`src/rtl/plot_arbiter.sv`:
```
// Round-robin arbiter that shares the single vga_adapter write port between
// several pixel-drawing engines; each grant lasts one burst, ended by last/req drop/beat limit.
module plot_arbiter #(
    parameter int N_REQ     = 4,
    parameter int X_W       = 9,
    parameter int Y_W       = 8,
    parameter int C_W       = 6,
    parameter int MAX_BURST = 1024
) (
    input  logic                   Clock,
    input  logic                   Reset,
    input  logic [N_REQ-1:0]       req,
    input  logic [N_REQ-1:0]       pix_valid,
    input  logic [N_REQ-1:0]       pix_last,
    input  logic [N_REQ*X_W-1:0]   pix_x,
    input  logic [N_REQ*Y_W-1:0]   pix_y,
    input  logic [N_REQ*C_W-1:0]   pix_colour,
    output logic [N_REQ-1:0]       gnt,
    output logic [X_W-1:0]         xDisplay,
    output logic [Y_W-1:0]         yDisplay,
    output logic [C_W-1:0]         colourDisplay,
    output logic                   plotDisplay,
    output logic                   busy,
    output logic                   timeout_err
);

    localparam int ID_W = (N_REQ > 1) ? $clog2(N_REQ) : 1;
    localparam int BC_W = $clog2(MAX_BURST) + 1;
    localparam logic [BC_W-1:0] BC_MAX  = BC_W'(MAX_BURST);
    localparam logic [ID_W-1:0] ID_LAST = ID_W'(N_REQ - 1);
    localparam logic [ID_W:0]   N_CNT   = (ID_W + 1)'(N_REQ);
    localparam logic [N_REQ-1:0] ONE_HOT0 = N_REQ'(1);

    typedef enum logic [1:0] {
        S_IDLE    = 2'd0,
        S_GRANT   = 2'd1,
        S_RELEASE = 2'd2
    } state_t;

    state_t            state_q;
    logic [N_REQ-1:0]  gnt_q;
    logic [ID_W-1:0]   gid_q;
    logic [ID_W-1:0]   last_id_q;
    logic [BC_W-1:0]   beat_q;
    logic [BC_W-1:0]   beat_d;
    logic [X_W-1:0]    x_q;
    logic [Y_W-1:0]    y_q;
    logic [C_W-1:0]    c_q;
    logic              plot_q;
    logic              busy_q;
    logic              tmo_q;

    logic              pick_found_s;
    logic [ID_W-1:0]   pick_id_s;
    logic [ID_W-1:0]   cand_s;
    logic              g_valid_s;
    logic              g_last_s;
    logic              g_req_s;
    logic [X_W-1:0]    g_x_s;
    logic [Y_W-1:0]    g_y_s;
    logic [C_W-1:0]    g_c_s;
    logic              hit_max_s;
    logic              g_end_s;

    // Index of the requester k positions after base, wrapping modulo N_REQ.
    function automatic logic [ID_W-1:0] rr_idx(input logic [ID_W-1:0] base, input int k);
        logic [ID_W:0] sum;
        sum = {1'b0, base} + (ID_W + 1)'(k);
        sum = (sum >= N_CNT) ? (sum - N_CNT) : sum;
        return sum[ID_W-1:0];
    endfunction

    // Rotating-priority pick: scan from farthest to nearest so the nearest pending requester wins.
    always_comb begin
        pick_found_s = 1'b0;
        pick_id_s    = last_id_q;
        cand_s       = last_id_q;
        for (int k = N_REQ; k >= 1; k--) begin
            cand_s       = rr_idx(last_id_q, k);
            pick_found_s = pick_found_s | req[cand_s];
            pick_id_s    = req[cand_s] ? cand_s : pick_id_s;
        end
    end

    // Mux out the granted requester's request, beat qualifiers and pixel data.
    always_comb begin
        g_valid_s = 1'b0;
        g_last_s  = 1'b0;
        g_req_s   = 1'b0;
        g_x_s     = '0;
        g_y_s     = '0;
        g_c_s     = '0;
        for (int i = 0; i < N_REQ; i++) begin
            g_valid_s = (gid_q == ID_W'(i)) ? pix_valid[i]              : g_valid_s;
            g_last_s  = (gid_q == ID_W'(i)) ? pix_last[i]               : g_last_s;
            g_req_s   = (gid_q == ID_W'(i)) ? req[i]                    : g_req_s;
            g_x_s     = (gid_q == ID_W'(i)) ? pix_x[i*X_W +: X_W]       : g_x_s;
            g_y_s     = (gid_q == ID_W'(i)) ? pix_y[i*Y_W +: Y_W]       : g_y_s;
            g_c_s     = (gid_q == ID_W'(i)) ? pix_colour[i*C_W +: C_W]  : g_c_s;
        end
    end

    // Saturating beat count and the three burst-termination conditions.
    always_comb begin
        beat_d    = (beat_q == BC_MAX) ? beat_q : (beat_q + BC_W'(1));
        hit_max_s = g_valid_s && (beat_d == BC_MAX);
        g_end_s   = (g_valid_s && (g_last_s || hit_max_s)) || !g_req_s;
    end

    // Arbitration FSM with all display/status outputs registered.
    always_ff @(posedge Clock) begin
        if (Reset) begin
            state_q   <= S_IDLE;
            gnt_q     <= '0;
            gid_q     <= '0;
            last_id_q <= ID_LAST;
            beat_q    <= '0;
            x_q       <= '0;
            y_q       <= '0;
            c_q       <= '0;
            plot_q    <= 1'b0;
            busy_q    <= 1'b0;
            tmo_q     <= 1'b0;
        end else begin
            case (state_q)
                S_IDLE: begin
                    plot_q <= 1'b0;
                    tmo_q  <= 1'b0;
                    if (pick_found_s) begin
                        state_q   <= S_GRANT;
                        gnt_q     <= ONE_HOT0 << pick_id_s;
                        gid_q     <= pick_id_s;
                        last_id_q <= pick_id_s;
                        beat_q    <= '0;
                        busy_q    <= 1'b1;
                    end else begin
                        state_q <= S_IDLE;
                        gnt_q   <= '0;
                        busy_q  <= 1'b0;
                    end
                end
                S_GRANT: begin
                    plot_q <= g_valid_s;
                    // A limit hit coinciding with the natural last beat is not a forced release.
                    tmo_q  <= hit_max_s && !g_last_s;
                    if (g_valid_s) begin
                        x_q    <= g_x_s;
                        y_q    <= g_y_s;
                        c_q    <= g_c_s;
                        beat_q <= beat_d;
                    end else begin
                        beat_q <= beat_q;
                    end
                    if (g_end_s) begin
                        state_q <= S_RELEASE;
                        gnt_q   <= '0;
                    end else begin
                        state_q <= S_GRANT;
                    end
                    busy_q <= 1'b1;
                end
                S_RELEASE: begin
                    state_q <= S_IDLE;
                    gnt_q   <= '0;
                    plot_q  <= 1'b0;
                    tmo_q   <= 1'b0;
                    busy_q  <= 1'b0;
                end
                default: begin
                    state_q <= S_IDLE;
                    gnt_q   <= '0;
                    plot_q  <= 1'b0;
                    tmo_q   <= 1'b0;
                    busy_q  <= 1'b0;
                end
            endcase
        end
    end

    assign gnt           = gnt_q;
    assign xDisplay      = x_q;
    assign yDisplay      = y_q;
    assign colourDisplay = c_q;
    assign plotDisplay   = plot_q;
    assign busy          = busy_q;
    assign timeout_err   = tmo_q;

endmodule
```
`config.mk`:
```
export PLATFORM = sky130hd
export DESIGN_NAME = plot_arbiter
export DESIGN_NICKNAME = d
export VERILOG_FILES = /design/src/rtl/plot_arbiter.sv
export SDC_FILE = /design/constraint.sdc
export NUM_CORES = 1
export LEC_CHECK = 0
export BUFFER_PORTS_ARGS = -buffer_cell sky130_fd_sc_hd__buf_4
export CORE_AREA = 5 5 112 61
export CTS_CLUSTER_SIZE = 40
export DETAILED_ROUTE_END_ITERATION = 8
export DIE_AREA = 0 0 117 66
export GPL_TIMING_DRIVEN = 0
export HOLD_SLACK_MARGIN = 0.02
export MAX_ROUTING_LAYER = met4
export PLACE_DENSITY_LB_ADDON = 0.12
export SYNTH_ARGS = -nofsm -noshare
export SYNTH_HDL_FRONTEND = slang
export SYNTH_SLANG_ARGS = --single-unit
```
`constraint.sdc`:
```
create_clock -name Clock -period 6.6 [get_ports Clock]
set_input_delay 0.66 -clock Clock [delete_from_list [all_inputs] [get_ports Clock]]
set_output_delay 0.66 -clock Clock [all_outputs]
set_load 0.1 [all_outputs]
```
**Word-level counts from Yosys, hierarchy flattened**

Cells that the tools add are included.
W data, S select, Z words.

- Register bits after elaboration: 47
- Input bits: 106
- Output and inout bits: 30
- Word-level logic and storage cells: 108

- $add $sub $neg: 9
- Magnitude comparators: 8
- Equality and inequality tests: 9
- Shift operators: 1
- Mux-type cells: 52
- Bitwise operators: 4
- Reduce and logical (&&, ||, !) cells: 14

Operator list:

| operator | number |
|---|---|
| $mux W9 | 4 |
| $mux W11 | 3 |
| $mux W8 | 4 |
| $mux W6 | 4 |
| $eq A11 B11 Y1 const B | 2 |
| $pmux W11 S2 | 1 |
| $mux W1 | 18 |
| $mux W2 | 9 |
| $ge A3 B3 Y1 const B | 4 |
| $lt A2 B3 Y1 const B | 4 |
| $add A11 B1 Y11 const B | 1 |
| $bmux W1 S2 | 4 |
| $mux W4 | 2 |
| $pmux W4 S2 | 1 |
| $sub A2 B1 Y2 const B | 4 |
| $add A2 B2 Y3 const B | 2 |
| $ne A2 B2 Y1 const B | 3 |
| $eq A2 B1 Y1 const B | 2 |
| $eq A2 B2 Y1 const B | 2 |
| $logic_not A2 Y1 | 2 |
| $pmux W2 S2 | 1 |
| $reduce_and A2 Y1 | 2 |
| $shl A1 B2 Y4 const A | 1 |
| $add A2 B1 Y3 const B | 1 |
| 10 further kinds | 16 |

**Longest topological paths before layout**

- Depth in word-level cells: 12
- Gate-level depth with buffers: 8
- Mapped depth without buffers: 8

**Worst setup path after synthesis**

OpenSTA, ideal clock, no wires.

- Path type: reg-to-reg
- Start point: register beat_q[0]
- End point: register gnt_q[0], in the netlist gnt[0]
- Setup time: 0.131 ns
- Arrival: 2.119 ns
- Data required time: 6.469 ns
- Path slack: 4.350 ns
- Stages on the path, launching flop included: 8
- Path buffers: 0
- Period minus slack after synthesis: 2.250 ns
- Cell sequence: dfxtp_1 ha_1 nand3_4 or4b_1 a2111o_1 and2_4 nor2_2 o32ai_1

- Word-level cells in the longest chain between the ends: 8
- Elaborated cells on any way between the ends: 9
- Those cells by class: 1 x add/sub; 3 x eq/ne; 1 x mux; 4 x reduce/logical

RTL lines:

| what | line | source |
|---|---|---|
| start: declaration | 44 | `logic [BC_W-1:0] beat_q;` |
| start signal: assignment | 150 | `beat_q <= beat_d;` |
| start signal: assignment | 152 | `beat_q <= beat_q;` |
| $add A11 B1 Y11 / $eq A11 B11 Y1 (equally long branches) | 105 | `beat_d = (beat_q == BC_MAX) ? beat_q : (beat_q + BC_W'(1));` |
| $mux W11 * | 105 |  |
| $eq A11 B11 Y1 * | 106 | `hit_max_s = g_valid_s && (beat_d == BC_MAX);` |
| $logic_and A1 B1 Y1 * | 106 |  |
| $logic_or A1 B1 Y1 * | 107 | `g_end_s = (g_valid_s && (g_last_s \|\| hit_max_s)) \|\| !g_req_s;` |
| $logic_and A1 B1 Y1 * | 107 |  |
| $logic_or A1 B1 Y1 * | 107 |  |
| $ne A2 B2 Y1 (no line) * | -- |  |
| end signal: assignment | 131 | `gnt_q <= ONE_HOT0 << pick_id_s;` |
| end: declaration | 41 | `logic [N_REQ-1:0] gnt_q;` |

Mark *: on every way between the ends. The rest lies on a longest branch, timed or not.
A chain may end at the register's enable or synchronous reset.

**Worst setup path after layout**

- Start point: register beat_q[0]
- End point: register state_q[1]

- Word-level cells in the longest chain between the ends: 9
- Elaborated cells on any way between the ends: 10
- Those cells by class: 1 x add/sub; 2 x eq/ne; 3 x mux; 4 x reduce/logical

RTL lines:

| what | line | source |
|---|---|---|
| $add A11 B1 Y11 / $eq A11 B11 Y1 (equally long branches) | 105 |  |
| $mux W11 * | 105 |  |
| $eq A11 B11 Y1 * | 106 |  |
| $logic_and A1 B1 Y1 * | 106 |  |
| $logic_or A1 B1 Y1 * | 107 |  |
| $logic_and A1 B1 Y1 * | 107 |  |
| $logic_or A1 B1 Y1 * | 107 |  |
| $mux W2 * | 154 | `if (g_end_s) begin` |
| $pmux W2 S2 * | 125 | `case (state_q)` |
| end signal: assignment | 130 | `state_q <= S_GRANT;` |
| end signal: assignment | 155 | `state_q <= S_RELEASE;` |
| end signal: assignment | 158 | `state_q <= S_GRANT;` |
| end: declaration | 40 | `state_t state_q;` |

Marks and branches as above.

==> out/results.tsv <==
stage	metric	value	unit
run_status	status	finished clean	
placement	port_buffers	135	
floorplanning	die_w	117	um
synth	synthesis.area	2790	um2
placement	dpl_cell_area	3900	um2
route	drt_iter0_markers	217	
worst_hold_path	min_path_type	reg -> reg	
finish	final_net_count	561	
sta	finalHoldViolCount	0	
sta	maxSlewHeadroom	0.405	
synth	synth_area_leaders	dfxtp_1 34%, mux4_2 21%, nand2_1 7.8%, a21oi_1 6.8%, nor2_1 3.1%	
finish	layout_common_cells	135 x buf_4, 58 x nand2_1, 47 x dfxtp_1	
finish	final_area	4070	um2
setup_path	cp_max_fo	9	
synth	synth_warnings	0	
floorplanning	ios	136	
synth	synth_edf_count	0	
worst_hold_path	worstHoldStart	yDisplay[7]	
floorplanning	num_rows	20	
floorplanning	coreArea	5810	um2
sta	clock_skew	0.00229	ns
setup_path	worstReg2RegStart	beat_q[0]	
grt	grt_pass1_wl	13800	um
clocking	cts-root-buf	clkbuf_16	
clocking	post_cts_resized	0	
route	viasPerCell	5.62	
clocking	post_cts_buffers	0	
worst_hold_path	min_path_cells	2	
grt	grt_usage	0.237	
setup_path	r2r-end	state_q[1]	
power_and_ir_drop	peakVddDrop	0.000151	V
setup_path	end_kind	flop	
power_and_ir_drop	p_leak	1.66	nW
clocking	cts_tree	built	
placement	place_inst	523	
worst_hold_path	min_to	yDisplay[7]	
grt	grt_max_degree	15	
power_and_ir_drop	clkPwrFrac	0.249	
finish	syn_to_final_growth	46.1	%
clocking	cts_buffers	5	
synth	yosys.area.top_type	dfxtp_1	
sta	finalSetupTns	0	ns
setup_path	r2r_cells	7	
clocking	ctsHtreeMaxLevel	2	
power_and_ir_drop	p_total	1.18	mW
grt	antenna_found_initial	0	
finish	stdcell_count	531	
grt	overflow	0	
synth	synthArstFlopShare	0	
synth	ys_types	48	
finish	num_antenna_cells	0	
sta	rsz0062_at_grt	no	
floorplanning	die_area	7720	um2
synth	synth_seq_cells	47	
power_and_ir_drop	swShare	0.409	
route	ant_nets	0	
setup_path	rrSetupSlack	4.06	ns
route	first_pass_iters	5	
sta	drv_slew	0	
finish	postLayoutCoreUtil	0.701	
floorplanning	initial_core_util	0.480	
power_and_ir_drop	seqPwrFrac	0.289	
job	maxCapViolCount	0	
finish	drive_above_1_share	0.414	
synth	ys.flop_type	dfxtp_1	
power_and_ir_drop	power_density	290	nW/um2
clocking	clk_path_buf_depth	2	
grt	grt_pass1_vias	2767	
setup_path	worstPathArrival	2.77	ns
clocking	clock-sinks	47	
synth	synth_top_area_frac	0.338	
floorplanning	die_h	66	um
finish	seqCellArea	941	um2
synth	syn-instance-count	311	
route	wirelength	9040	um
synth	syn_avg_cell_area	8.96	um2
setup_path	crit_required	6.83	ns
finish	fillers	473	
clocking	cts_hold_buf	0	
placement	dp_hpwl	7320	um
clocking	clk_pin_slew	0.06	ns
clocking	clk_latency	0.29	ns
sta	period_minus_slack	2.54	ns
sta	tightest_slew	0.885	ns
power_and_ir_drop	internal_power	0.699	mW
synth	syn_nets	419	
sta	setup_viol	0	
placement	gp_congestion	0.932	
route	drcViolationCount	0	
power_and_ir_drop	pwr-share-comb	0.462	
finish	multiInputGateArea	1730	um2
setup_path	crit_path_start_kind	flop	
finish	mostFrequentLayoutCell	buf_4	
setup_path	path_class	reg -> reg	
route	vias	2984	
power_and_ir_drop	netSwitchingPower	0.483	mW
sta	max_freq	393	MHz
synth	ys_seq_area_frac	0.338	
sta	finalCritPeriodShare	0.386	
route	wl_per_cell	17.0	um
[cells by family (layout without fill, tap and decap cells)]
logic type	Yosys count	after routing	synth area share
buffers and inverters	29	172	0.0431
adder cells (fa/ha/maj)	2	2	0.00898
flip-flops	47	47	0.338
AO/OA/AOI/OAI	76	76	0.165
AND/OR/NAND/NOR	128	128	0.226
multiplexers	26	26	0.210
XOR/XNOR	3	3	0.00943
[per-stage QoR]
stage	setup WS (ns)	hold WS [ns]
floorplan	4.35	0.446
global placement	4.07	0.442
detailed placement	4.10	0.450
CTS	4.10	0.459
global route	3.94	0.479
finish	4.06	0.456
[worst max-delay path, stage by stage, from the launching register on]
cell and delay, ns:
dfxtp_1 0.49, ha_1 0.33, nand3_4 0.15, or4b_1 0.54
a2111o_1 0.47, a221oi_2 0.26, o21ai_1 0.12, a21boi_2 0.13
[how the worst max path moves through the flow]
stage	from	end	slack, ns	depth (start not counted)
finish	beat_q[0]	state_q[1]	4.06	7
global route	beat_q[1]	gnt[0]	3.94	7
CTS	beat_q[1]	gnt[0]	4.10	7
detailed placement	beat_q[1]	gnt[0]	4.10	7
global placement	beat_q[0]	gnt[0]	4.07	7
floorplan	beat_q[0]	gnt[0]	4.35	7
[synthesized netlist by cell type (all sizes together) (2+ instances only)]
| library cell | number |
|---|---|
| a211oi | 3 |
| a21bo | 2 |
| a21oi | 38 |
| a221oi | 2 |
| a22oi | 3 |
| a31oi | 2 |
| a32oi | 2 |
| and2 | 5 |
| buf | 11 |
| clkbuf | 12 |
| dfxtp | 47 |
| ha | 2 |
| inv | 6 |
| mux4 | 26 |
| nand2 | 58 |
| nand2b | 6 |
| nand3 | 7 |
| nand4 | 4 |
| nor2 | 25 |
| nor2b | 2 |
| nor3 | 6 |
| nor3b | 4 |
| o21ai | 17 |
| o21bai | 2 |
| or3 | 2 |
| or4 | 2 |
| or4b | 2 |
| xnor2 | 2 |
[power by group through the flow]
stage                     registers [mW]  clock network (mW)  logic [mW]
final                              0.342               0.294       0.546
after detailed placement           0.347                   0       0.546
after CTS                          0.341               0.297       0.548
after global routing               0.346               0.309       0.582
after floorplan                    0.518                   0       0.227
after global placement             0.346                   0       0.541
[per-layer routing]
layer | track usage | vias up | routed length [um]
met5 | - | - | 0
met4 | 0.0386 | 0 | 51
met3 | 0.0548 | 5 | 899
met2 | 0.347 | 157 | 4040
met1 | 0.342 | 1401 | 4060
li1 | - | 1421 | -
[area by class of cell]
type	instances	share of cell area
sequential	47	0.231
clock buffer	6	0.0341
inverter	6	0.00553
tap	77	0.0237
multi-input combinational	235	0.424
clock inverter	2	0.00861
buffer	23	0.0240
timing repair buffer	135	0.249
[flip-flops by register name, indices dropped and copies added, names as in the netlist]
name,cells
busy,1
beat_q,11
state_q,2
last_id_q,2
yDisplay,8
xDisplay,9
colourDisplay,6
gid_q,2
gnt,4
plotDisplay,1
timeout_err,1
Power figures use the tool's default switching activity.
